==> src/rtl/cash_note_accumulator.sv <==
// Banknote collection front-end for the bill-payment controller: validates notes, sums a session,
// offers the payment once the bill is covered and refunds on cancel. Optional macro: CASH_TIMEOUT_EN.
//
// state   | meaning
// IDLE    | no session; notes are returned, start opens a session
// COLLECT | accepting notes until the bill is covered, cancel or inactivity timeout
// OFFER   | bill covered, cash_present high, waiting for done_ack or cancel
// REFUND  | one cycle: refund pulse carries the whole collected total
module cash_note_accumulator #(
  parameter int AMT_W       = 16,
  parameter int MAX_NOTES   = 15,
  parameter int TIMEOUT_CYC = 1000
) (
  input  logic             clk,
  input  logic             reset,
  input  logic             start,
  input  logic [AMT_W-1:0] expected_amount,
  input  logic             note_valid,
  input  logic [2:0]       note_code,
  input  logic             cancel,
  input  logic             done_ack,
  output logic             cash_present,
  output logic [AMT_W-1:0] paid_amount,
  output logic [3:0]       note_count,
  output logic             note_reject,
  output logic             refund,
  output logic [AMT_W-1:0] refund_amount,
  output logic             busy
);

  localparam int SUM_W = AMT_W + 1;
  localparam logic [3:0] MAX_NOTES_C = 4'(MAX_NOTES);

  // 500 must be representable and note_count is four bits wide
  if (AMT_W < 9 || MAX_NOTES < 1 || MAX_NOTES > 15 || TIMEOUT_CYC < 1) begin : g_bad_params
    $error("cash_note_accumulator: unsupported parameter set");
  end

  typedef enum logic [1:0] {
    S_IDLE    = 2'd0,
    S_COLLECT = 2'd1,
    S_OFFER   = 2'd2,
    S_REFUND  = 2'd3
  } state_t;

  state_t           state;
  logic [AMT_W-1:0] total;
  logic [AMT_W-1:0] expected_q;
  logic [3:0]       count;

  logic [SUM_W-1:0] note_value;
  logic             code_ok;
  logic [SUM_W-1:0] sum;
  logic             fits;
  logic             count_ok;
  logic             accept;
  logic [AMT_W-1:0] next_total;
  logic             timed_out;
  logic             abort;

  always_comb begin
    note_value = '0;
    code_ok    = 1'b1;
    case (note_code)
      3'd0:    note_value = SUM_W'(10);
      3'd1:    note_value = SUM_W'(20);
      3'd2:    note_value = SUM_W'(50);
      3'd3:    note_value = SUM_W'(100);
      3'd4:    note_value = SUM_W'(200);
      3'd5:    note_value = SUM_W'(500);
      default: code_ok    = 1'b0;
    endcase
  end

  // the extra sum bit is the overflow flag for the AMT_W-wide total
  assign sum        = {1'b0, total} + note_value;
  assign fits       = ~sum[AMT_W];
  assign count_ok   = (count < MAX_NOTES_C);
  assign accept     = (state == S_COLLECT) && !cancel && note_valid && code_ok && count_ok && fits;
  assign next_total = accept ? sum[AMT_W-1:0] : total;
  assign abort      = cancel || (!accept && timed_out && (total < expected_q));

`ifdef CASH_TIMEOUT_EN
  localparam int TMR_W = (TIMEOUT_CYC > 1) ? $clog2(TIMEOUT_CYC) : 1;
  localparam logic [TMR_W-1:0] TMR_LOAD = TMR_W'(TIMEOUT_CYC - 1);

  logic [TMR_W-1:0] timer;

  // down-counter reloaded on start and every accepted note; terminal count is zero
  assign timed_out = (timer == '0);

  always_ff @(posedge clk or negedge reset) begin
    if (!reset) begin
      timer <= '0;
    end else if (state == S_IDLE && start) begin
      timer <= TMR_LOAD;
    end else if (state == S_COLLECT) begin
      if (accept)          timer <= TMR_LOAD;
      else if (!timed_out) timer <= timer - TMR_W'(1);
    end
  end
`else
  assign timed_out = 1'b0;
`endif

  always_ff @(posedge clk or negedge reset) begin
    if (!reset) begin
      state         <= S_IDLE;
      total         <= '0;
      expected_q    <= '0;
      count         <= '0;
      cash_present  <= 1'b0;
      note_reject   <= 1'b0;
      refund        <= 1'b0;
      refund_amount <= '0;
      busy          <= 1'b0;
    end else begin
      note_reject   <= note_valid;
      refund        <= 1'b0;
      refund_amount <= '0;
      case (state)
        S_IDLE: begin
          if (start) begin
            expected_q <= expected_amount;
            total      <= '0;
            count      <= '0;
            busy       <= 1'b1;
            state      <= S_COLLECT;
          end
        end
        S_COLLECT: begin
          note_reject <= note_valid && !accept;
          if (accept) begin
            total <= next_total;
            count <= count + 4'd1;
          end
          if (abort) begin
            if (total != '0) begin
              refund        <= 1'b1;
              refund_amount <= total;
              state         <= S_REFUND;
            end else begin
              count <= '0;
              busy  <= 1'b0;
              state <= S_IDLE;
            end
          end else if (next_total >= expected_q) begin
            cash_present <= 1'b1;
            state        <= S_OFFER;
          end
        end
        S_OFFER: begin
          if (done_ack) begin
            total        <= '0;
            count        <= '0;
            cash_present <= 1'b0;
            busy         <= 1'b0;
            state        <= S_IDLE;
          end else if (cancel) begin
            cash_present  <= 1'b0;
            refund        <= 1'b1;
            refund_amount <= total;
            state         <= S_REFUND;
          end
        end
        S_REFUND: begin
          total <= '0;
          count <= '0;
          busy  <= 1'b0;
          state <= S_IDLE;
        end
        default: begin
          total        <= '0;
          count        <= '0;
          cash_present <= 1'b0;
          busy         <= 1'b0;
          state        <= S_IDLE;
        end
      endcase
    end
  end

  assign paid_amount = total;
  assign note_count  = count;

endmodule

==> config.mk <==
export PLATFORM = sky130hd
export DESIGN_NAME = cash_note_accumulator
export DESIGN_NICKNAME = d
export VERILOG_FILES = /design/src/rtl/cash_note_accumulator.sv
export SDC_FILE = /design/constraint.sdc
export NUM_CORES = 1
export LEC_CHECK = 0
export ABC_AREA = 1
export BUFFER_PORTS_ARGS = -buffer_cell sky130_fd_sc_hd__buf_2
export CELL_PAD_IN_SITES_DETAIL_PLACEMENT = 1
export CELL_PAD_IN_SITES_GLOBAL_PLACEMENT = 2
export CORE_UTILIZATION = 34
export DETAILED_ROUTE_END_ITERATION = 7
export GPL_TIMING_DRIVEN = 0
export HOLD_SLACK_MARGIN = 0.02
export PLACE_DENSITY_LB_ADDON = 0.12
export REMOVE_ABC_BUFFERS = 1
export SLEW_MARGIN = 10
export SYNTH_ARGS = -nofsm -noshare
export SYNTH_HDL_FRONTEND = slang
export SYNTH_SLANG_ARGS = --single-unit
==> constraint.sdc <==
create_clock -name clk -period 5.7 [get_ports clk]
set_input_delay 1.14 -clock clk [delete_from_list [all_inputs] [get_ports clk]]
set_output_delay 1.14 -clock clk [all_outputs]
set_load 0.005 [all_outputs]
# Word-level counts from Yosys, hierarchy flattened
# Index checks and enable logic that the tools add are counted.
# word_totals
reg_bits	58
inputBits	25
out_inout_bits	40
elab_cells	91
# classes
n_addsub	2
n_lt_le_gt_ge	2
n_eq_ne	17
mux	41
n_bitwise	1
n_reduce_logical	19
# op_table
cell	count
2-to-1 mux 16 bit	8
one-hot mux 16 bit (4 select lines)	1
one-hot mux 9 bit (6 select lines)	1
one-hot mux 16 bit (2 select lines)	1
2-to-1 mux 4 bit	5
adder 16 x 17 -> 17 bit	1
greater-or-equal comparator 16 bit	1
one-hot mux 4 bit (4 select lines)	1
nonzero test 16 bit	1
2-to-1 mux 1 bit	14
2-to-1 mux 2 bit	6
inequality test 2 bit, second input constant	6
one-hot mux 2 bit (4 select lines)	1
AND reduction 4 bit	2
== test 3 x 2 -> 1 bit, second input constant	2
== test 3 bit, second input constant	2
logical AND 1 bit	6
AND reduction 3 bit	2
OR reduction 6 bit	1
adder 4 x 1 -> 4 bit, second input constant	1
== test 2 bit, second input constant	2
< comparator 4 bit, second input constant	1
one-hot mux 1 bit (2 select lines)	2
one-hot mux 1 bit (4 select lines)	1
11 further kinds	13

# Longest topological paths before layout
# logic_depth
ltp_word	11
mapped_depth	24
ltp_nobuf	24

# Worst setup path before layout
# OpenSTA, ideal clock, no wires.
# synth_path
path_kind	input -> register
start	input port note_code[2]
end	register state[0]
setup_time_ps	117
arrival_ps	3515
required_time_ps	5583
slack_ps	2069
path_stages	22
path_buffers	1
path_cell_list	inv_1 nand3_1 o211ai_1 ha_1 nand2_1 nor2_1 nand3_1 nand2_2 nand2_4 nand2_4 buf_6 nand2_1 and2_1 ha_1 nand2_1 inv_1 o21ai_0 a21oi_1 nor2_1 nand3_1 nand3_1 nand2_1
# synth_between
elab_chain_cells	10
word_cells_on_any_way	18
cone_classes	add/sub (1); order compare (1); eq/ne (6); mux (3); bitwise (1); reduce/logical (6)
# synth_rtl
element	line	rtl
start, declared	19	input logic [2:0] note_code,
branches (longest 6 deep; another with adder 16 x 17 -> 17 bit)	n/a	
2-to-1 mux 16 bit *	80	assign next_total = accept ? sum[AMT_W-1:0] : total;
greater-or-equal comparator 16 bit *	147	end else if (next_total >= expected_q) begin
inequality test 3 x 2 -> 1 bit (no line) *	n/a	
AND reduction 3 bit (no line) *	n/a	
end signal, assigned	145	state <= S_IDLE;
end signal, assigned	149	state <= S_OFFER;
end signal, assigned	158	state <= S_IDLE;
end, declared	46	state_t state;
# Every way passes the cells marked *.
# A chain may end at the register's enable or synchronous reset.

# Worst setup path after layout
# Ends and elaborated chain as after synthesis.

==> out/results.tsv <==
metric	value	unit
core region area	0.0108	mm²
worst min-delay path category	reg -> reg	
crit path kind	in -> reg	
CTS sink cnt	57	
worst reg2reg path depth	17	
Slew @ Worst Pin	0.970	ns
H-tree levels	3	
Finished Core Util	0.406	
die area	0.0115	mm²
grt ovf	0	
minimum clock period	4.14	ns
Die Wd	107	µm
outcome	completed	
number of synthesis warnings	0	
CTS buffer count	9	
worst clock skew	0.00884	ns
largest net degree at the start of global routing	58	
number of synthesized register bits	57	
RSZ-0062 raised after global routing	no	
CTS tree	built	
clk slew on worst S/H paths	0.06	ns
Cells after DPL	710	
Routed Antenna Nets	0	
CP max FO	15	
Hold Path Depth	2	
Mean Syn Cell Area	7.33	µm²
final hold vios	0	
commonest cells after routing, fill and taps aside	nand2_1, inv_1, buf_2	
Startpoint Class	primary input	
Slew Limit Fails	0	
Setup WS pre-CTS	1.15	ns
I/O pins	65	
antenna cells	0	
GPL Wtd Cong	0.782	
Synth cell types	35	
crit share post-route	0.726	
total iterations of the first detailed-routing run	4	
fmax	242	MHz
antenna violations before repair	0	
Layout Nets	635	
synthesized area	0.00378	mm²
fill count	1404	
final setup violating endpoints	0	
synthesis-to-layout area growth	16.5	%
port buffer count	63	
DRC Markers	0	
Final HPWL DP	8130	µm
Max clock buf depth	2	
P per Cell Area	324	mW/mm²
fraction of layout instances using a drive strength above 1	0.171	
Avg WL per Cell	14.8	µm
Worst Path Required	5.94	ns
vias per cell	4.78	
setup TNS	0	ns
max_slew headroom	0.352	
Resize count post-CTS	0	
drt total wl	10700	µm
Initial Utilization	0.349	
Core Rows	38	
detailed router's first-iteration violation count	104	
hold buffers post-CTS	0	
Root Driver	clkbuf_8	
Leak Pwr	2.54	nW
Finished Layout Cells	725	
Worst VDD drop	133	µV
Arr. time, crit path	4.38	ns
most common cell after layout, fill and taps aside	nand2_1	
first-pass GRT wire length	17800	µm
Die H	107	µm
GRT Total Usage	0.206	
Worst Setup End Kind	flop	
number of global-route vias before repair	3558	
post-synthesis sequential area ratio	0.377	
Setup Buffers After CTS	0	
DR vias	3464	
Gate Count Post-Synth	516	
final worst slack	1.56	ns
Max-Cap Viols	0	
Worst-Skew Late Latency	0.35	ns
-- path summary, 6_finish.rpt --
path / start / to / slack, ns
min reg2reg: cash_present / cash_present / 0.48
min: cash_present / cash_present / 0.48
max: note_code[2] / state[0] / 1.56
min in group asynchronous: reset / refund_amount[4] / 0.85
max in group asynchronous: reset / state[0] / 4.35
max reg2reg: paid_amount[7] / state[0] / 2.33
-- state kept, by name, summed over array words and instances, names as in the netlist --
| name | count |
|---|---|
| busy | 1 |
| cash_present | 1 |
| expected_q | 16 |
| note_count | 4 |
| note_reject | 1 |
| paid_amount | 15 |
| refund | 1 |
| refund_amount | 16 |
| state | 2 |
-- power breakdown --
group / switching (mW) / internal (mW) / leakage, nW
clock network: 0.177 / 0.222 / 0.102
registers: 0.0314 / 0.480 / 0.736
logic: 0.349 / 0.167 / 1.70
total: 0.557 / 0.869 / 2.54
-- through the flow --
step                      total power [mW]  hold WS, ns  area (µm²)
after floorplan                      0.875        0.464        3710
after global routing                  1.55        0.512        4400
after global placement                1.02        0.459        4210
after CTS                             1.45        0.493        4400
final                                 1.43        0.478        4400
after detailed placement              1.04        0.462        4210
-- layer usage --
metal / vias to the layer above / global-route usage / wire length, µm
met5: - / 0 / 0
met4: 0 / 0.0753 / 211
met3: 14 / 0.0357 / 325
met2: 55 / 0.327 / 4830
met1: 1646 / 0.278 / 5340
li1: 1749 / - / -
-- kinds of logic after synthesis --
logic type | after synthesis | share of synthesized area
multiplexers | 1 | 0.00298
buffers and inverters | 86 | 0.0943
AND/OR/NAND/NOR | 281 | 0.327
other | 1 | 0.000992
flip-flops | 57 | 0.377
adder cells (fa/ha/maj) | 29 | 0.0980
XOR/XNOR | 5 | 0.0116
AO/OA/AOI/OAI | 56 | 0.0874
-- critical path, cell delays in order --
cell and delay, ns:
buf_2 0.12, nor2_1 0.20, nand2_1 0.11, o211ai_1 0.13, ha_1 0.31, nand2_1 0.09, nand2_1 0.08, a21oi_1 0.18
nand2_2 0.14, a21oi_4 0.46, nand2_1 0.14, and2_1 0.17, ha_1 0.28, nand2_1 0.07, inv_1 0.03, o21ai_0 0.16
a21oi_1 0.09, nor2_1 0.14, nand3_1 0.14, nand3_1 0.12, nand2_1 0.05
-- area by class of cell --
class | instances | area [µm²] | area share
clock buffers | 12 | 155 | 0.0352
multi-input cells | 374 | 2000 | 0.454
repair buffers | 63 | 318 | 0.0722
flip-flops and latches | 57 | 1430 | 0.324
inverters | 76 | 288 | 0.0654
clock inverters | 3 | 40.0 | 0.00909
well taps | 140 | 175 | 0.0398
-- cell usage after synthesis (all sizes together) --
cell | instances | area share
a21boi | 4 | 0.0079
dfrtp | 57 | 0.38
conb | 1 | 0.00099
o21ai | 16 | 0.026
nand3b | 1 | 0.0020
inv | 76 | 0.076
nand3 | 45 | 0.060
fa | 1 | 0.0053
nand4 | 7 | 0.012
nor2 | 67 | 0.081
or2 | 2 | 0.0033
o211ai | 1 | 0.0020
ha | 28 | 0.093
nand2 | 156 | 0.16
xor2 | 2 | 0.0046
a21oi | 32 | 0.045
buf | 6 | 0.014
and2 | 3 | 0.0050
a21o | 2 | 0.0040
o21a | 1 | 0.0020
clkbuf | 4 | 0.0040
xnor2 | 3 | 0.0070
mux2 | 1 | 0.0030
(Power assumes the default switching activity.)
